===== src/rtl/alu_seq_core.sv =====
// alu_seq_core: parametrised sequential ALU with start/busy/done handshake and shift-add multiplier
module alu_seq_core #(
  parameter int WIDTH = 8
) (
  input  logic             clk,
  input  logic             rst,
  input  logic             on,
  input  logic             start,
  input  logic [2:0]       in_sel,
  input  logic [WIDTH-1:0] num1,
  input  logic [WIDTH-1:0] num2,
  input  logic [6:0]       out_sel,
  output logic [WIDTH-1:0] final1,
  output logic [WIDTH-1:0] final2,
  output logic [WIDTH-1:0] out,
  output logic             carry,
  output logic             zero,
  output logic             ovf,
  output logic             err,
  output logic             busy,
  output logic             done,
  output logic [1:0]       currState,
  output logic [1:0]       nextState
);
  localparam int SW = $clog2(WIDTH);
  localparam int M = WIDTH - 1;
  localparam logic [1:0] IDLE = 2'b00, EXEC = 2'b01, MUL = 2'b10, DONE = 2'b11;
  localparam logic [6:0] OP_MUL = 7'b0000010;
  logic [1:0] r_state, w_next;
  logic [WIDTH-1:0] r_a, r_b, r_out, w_a_nxt, w_b_nxt, w_res;
  logic [6:0] r_op;
  logic [2*WIDTH-1:0] r_prod, w_prod_nxt;
  logic [WIDTH:0] w_add, w_sub, w_mul_sum;
  logic [SW-1:0] r_cnt;
  logic r_carry, r_zero, r_ovf, r_err, w_err, w_c, w_v, w_mul_last;
  always_ff @(posedge clk or negedge rst)
    if (!rst) r_state <= IDLE;
    else if (on) r_state <= w_next;
  always_comb begin
    w_next = !on ? r_state :
             r_state == IDLE ? (start ? (out_sel == OP_MUL ? MUL : EXEC) : IDLE) :
             r_state == EXEC ? DONE :
             r_state == MUL  ? (w_mul_last ? DONE : MUL) : IDLE;
  end
  always_comb begin
    busy = r_state != IDLE;
    done = r_state == DONE;
  end
  assign w_a_nxt = in_sel == 3'b010 ? num1 : in_sel == 3'b001 ? '0 : r_a;
  assign w_b_nxt = in_sel == 3'b010 ? num2 : in_sel == 3'b001 ? '0 : r_b;
  assign w_add = {1'b0, r_a} + {1'b0, r_b};
  assign w_sub = {1'b0, r_a} - {1'b0, r_b};
  assign w_err = !$onehot(r_op);
  assign w_res = w_err ? '0 : r_op[6] ? w_add[M:0] : r_op[5] ? w_sub[M:0] :
                 r_op[4] ? r_a & r_b : r_op[3] ? r_a | r_b : r_op[2] ? r_a ^ r_b : r_a << r_b[SW-1:0];
  assign w_c = !w_err && (r_op[6] ? w_add[WIDTH] : r_op[5] && w_sub[WIDTH]);
  assign w_v = !w_err && (r_op[6] ? (r_a[M] == r_b[M] && w_add[M] != r_a[M]) :
                          r_op[5] && (r_a[M] != r_b[M] && w_sub[M] != r_a[M]));
  assign w_mul_sum = {1'b0, r_prod[2*WIDTH-1:WIDTH]} + (r_prod[0] ? {1'b0, r_a} : '0);
  assign w_prod_nxt = {w_mul_sum, r_prod[M:1]};
  assign w_mul_last = r_cnt == SW'(WIDTH - 1);
  always_ff @(posedge clk or negedge rst)
    if (!rst) begin
      r_a <= '0;
      r_b <= '0;
      r_out <= '0;
      r_op <= '0;
      r_prod <= '0;
      r_cnt <= '0;
      r_carry <= 1'b0;
      r_zero <= 1'b0;
      r_ovf <= 1'b0;
      r_err <= 1'b0;
    end else if (on) begin
      if (r_state == IDLE) begin
        r_a <= w_a_nxt;
        r_b <= w_b_nxt;
        if (start) begin
          r_op <= out_sel;
          r_prod <= {{WIDTH{1'b0}}, w_b_nxt};
          r_cnt <= '0;
        end
      end
      if (r_state == EXEC) begin
        r_out <= w_res;
        r_carry <= w_c;
        r_ovf <= w_v;
        r_err <= w_err;
        r_zero <= w_res == '0;
      end
      if (r_state == MUL) begin
        r_prod <= w_prod_nxt;
        r_cnt <= r_cnt + 1'b1;
        if (w_mul_last) begin
          r_out <= w_prod_nxt[M:0];
          r_carry <= |w_prod_nxt[2*WIDTH-1:WIDTH];
          r_ovf <= 1'b0;
          r_err <= 1'b0;
          r_zero <= w_prod_nxt[M:0] == '0;
        end
      end
    end
  assign final1 = r_a;
  assign final2 = r_b;
  assign out = r_out;
  assign carry = r_carry;
  assign zero = r_zero;
  assign ovf = r_ovf;
  assign err = r_err;
  assign currState = r_state;
  assign nextState = w_next;
endmodule


===== config.mk =====
export PLATFORM = sky130hd
export DESIGN_NAME = alu_seq_core
export DESIGN_NICKNAME = d
export VERILOG_FILES = /design/src/rtl/alu_seq_core.sv
export SDC_FILE = /design/constraint.sdc
export NUM_CORES = 1
export LEC_CHECK = 0
export ABC_CLOCK_PERIOD_IN_PS = 11700
export CAP_MARGIN = 20
export CORE_ASPECT_RATIO = 0.75
export CORE_UTILIZATION = 40
export DETAILED_ROUTE_END_ITERATION = 12
export PLACE_DENSITY = 0.66
export SLEW_MARGIN = 20
export SYNTH_ARGS = -nofsm -noshare
export SYNTH_HDL_FRONTEND = slang
export SYNTH_SLANG_ARGS = --single-unit

===== constraint.sdc =====
create_clock -name clk -period 11.7 [get_ports clk]
set_clock_uncertainty 0.15 [all_clocks]
set_input_delay 1.755 -clock clk [delete_from_list [all_inputs] [get_ports clk]]
set_output_delay 1.755 -clock clk [all_outputs]
set_load 0.01 [all_outputs]

==> results.json <==
{
  "outcome": "completed",
  "die_h_um": 95.52,
  "nFillCells": 1049,
  "place_hpwl_um": 10410,
  "relSlewSlack": 0.4431,
  "cts_tree": "built",
  "cts.clk_slew.worst_paths_ns": 0.07,
  "cts_resized": 0,
  "setup_viol": 0,
  "hold_path_end": "ovf",
  "syn-num-nets": 609,
  "seq_area_frac_synth": 0.3004,
  "avgSynthCellArea_um2": 8.784,
  "wl_per_cell_um": 19.40,
  "syn2layout_area_growth_pct": 17.38,
  "core-area_um2": 11150,
  "async_flop_share": 1.000,
  "ant_nets": 0,
  "rrSetupSlack_ns": 6.86,
  "dieArea_um2": 12100,
  "num_rows": 33,
  "worst-path-buf-inv": 2,
  "drv_cap": 0,
  "fin_area_um2": 5475,
  "grt_usage": 0.2415,
  "pwr_density_cell_nw_per_um2": 299.1,
  "cts_root_buf": "clkbuf_16",
  "required_ns": 9.80,
  "cp.depth": 4,
  "reg2regPathDepth": 13,
  "synth_cells": 531,
  "synth_top_area_cell": "dfrtp_1",
  "antenna_found_initial": 0,
  "syn-cell-area_um2": 4664,
  "gp_congestion": 0.8896,
  "synth_ff_type": "dfrtp_1",
  "start_util": 0.4184,
  "portBuffers": 63,
  "grt_pass1_wl_um": 22260,
  "arrival_ns": 4.43,
  "critical_path_class": "in2out",
  "cp-end-kind": "output pin",
  "htreeDepth": 2,
  "post-route-period-util": 0.5412,
  "num_io_pins": 64,
  "pre_cts_slack_ns": 5.387,
  "ff_latch_area_um2": 1401,
  "ys_top_cells_by_area": "dfrtp_1 (30%), ha_1 (11%), a21oi_1 (4.6%)",
  "nets": 649,
  "rsz0062_at_grt": "no",
  "min_path_type": "reg2reg",
  "drt_pass1_iterations": 5,
  "fin_ws_ns": 5.368,
  "postCtsSetupRepairBufs": 0,
  "r2r-start": "r_op[3]",
  "cp_common_cell": "clkdlybuf4s50_1",
  "avgViaCountPerCell": 6.008,
  "cp-start-kind": "input pin",
  "slowest_stage": "clkdlybuf4s50_1",
  "hold_depth": 2,
  "vias": 4278,
  "fmax_mhz": 157.9,
  "ctsHoldBuffers": 0,
  "fin_crit_ns": 6.332,
  "yosysUniqueCellTypes": 73,
  "ys_warn_count": 0,
  "clock-sinks": 56,
  "grt_pass1_vias": 4018,
  "finalPower_uw": 1638,
  "tns_ns": 0,
  "path_delay_family": "buffers and inverters",
  "drive_above_1_share": 0.05769,
  "die_w_um": 126.7,
  "n_antenna_cell": 0,
  "slew_viol_final": 0,
  "max_stage_delay_ns": 1.01,
  "peakVddDrop_v": 0.0001171,
  "synthTopCellsByCount": "dfrtp_1 (56), nor2_1 (49), a21oi_1 (43)",
  "synth_top_area_frac": 0.3004,
  "place_area_um2": 5320,
  "whs_ns": 0.3381,
  "multiInputGateArea_um2": 2959,
  "clkLatencyLatePin_ns": 0.31,
  "grt_overflow_total": 0,
  "holdCritStartpoint": "ovf",
  "drc_errors": 0,
  "synth.most_common_cell": "dfrtp_1",
  "wl_um": 13810,
  "worstPathMaxFanout": 26,
  "synth-seq-cells": 56,
  "worst_pin_slew_ns": 0.8309,
  "clockBufferDepth": 2,
  "path_cells": "clkdlybuf4s50_1 > nand3_1 > o221ai_1 > clkdlybuf4s50_1",
  "drtIter0Drc": 382,
  "cts_made_buffers": 5,
  "grt_max_degree": 57,
  "hold_viol_final": 0,
  "synth_edf_count": 0,
  "total_leakage_power_uw": 0.002384,
  "r2r_end": "zero"
}
final cells by class:
cell class | instances | area share
flip-flops and latches | 56 | 0.2559
multi-input cells | 403 | 0.5404
clock buffers | 5 | 0.02285
clock inverters | 3 | 0.005027
repair buffers | 64 | 0.1156
well taps | 140 | 0.03199
inverters | 41 | 0.02811
per-layer routing:
metal	global-route usage	share of wire	up-vias
met5	0	0	-
met1	0.3617	0.49	2043
met4	0.05357	0.011	0
li1	-	-	2010
met3	0.05387	0.094	18
met2	0.3508	0.40	207
worst max path at each step:
stage	startpoint	end
after floorplan	on	nextState[0]
after global placement	on	nextState[1]
after detailed placement	on	nextState[1]
after CTS	on	nextState[1]
after global routing	on	nextState[1]
final	on	nextState[1]
tightest hold or removal path: cells and delay by family (launching register included):
kind | cells | cell delay (ns)
AO/OA/AOI/OAI | 1 | 0.05
AND/OR/NAND/NOR | 1 | 0.05
flip-flops | 1 | 0.35
state kept, by name, indices dropped and copies added, names as in the netlist:
register   cells
err            1
ovf            1
r_op           7
r_prod        16
carry          1
r_cnt          3
currState      2
final2         8
zero           1
final1         8
out            8
cells in the final DEF (no fill, tap or decap), types with 4 or more instances in the layout:
cell              n
clkdlybuf4s50_1  62
dfrtp_1          56
nor2_1           48
a21oi_1          43
inv_1            41
ha_1             41
nand2_1          37
o21ai_0          32
a22o_1           18
nand3_1          16
and2_1            9
a2bb2oi_1         9
xor2_1            8
mux2_2            8
xnor2_1           8
nor2b_1           7
fa_1              7
nor4_1            6
nor3_1            6
a221oi_1          6
or3_1             6
o221ai_1          5
a31oi_1           5
clkbuf_16         5
mux4_2            4
o31ai_1           4
o22ai_1           4
a211oi_1          4
cell families after synthesis:
logic type,synth area share
flops,0.3004
simple gates,0.1599
compound gates,0.2497
fa+ha+maj,0.1400
buf+inv,0.06572
xor+xnor,0.03004
mux,0.05419
power by group:
part	switching (µW)	leakage, µW	internal (µW)
Clock	77.2	0.0000719	81.5
Sequential	172	0.000722	270
Combinational	555	0.00159	482
through the flow:
| stage | util | cells |
|---|---|---|
| detailed placement | 0.4772 | 704 |
| floorplan | - | 531 |
| global route | 0.4911 | 712 |
| finish | 0.4911 | 712 |
| global placement | 0.4772 | 704 |
| CTS | 0.4909 | 712 |
Power figures use the tool's default switching activity.
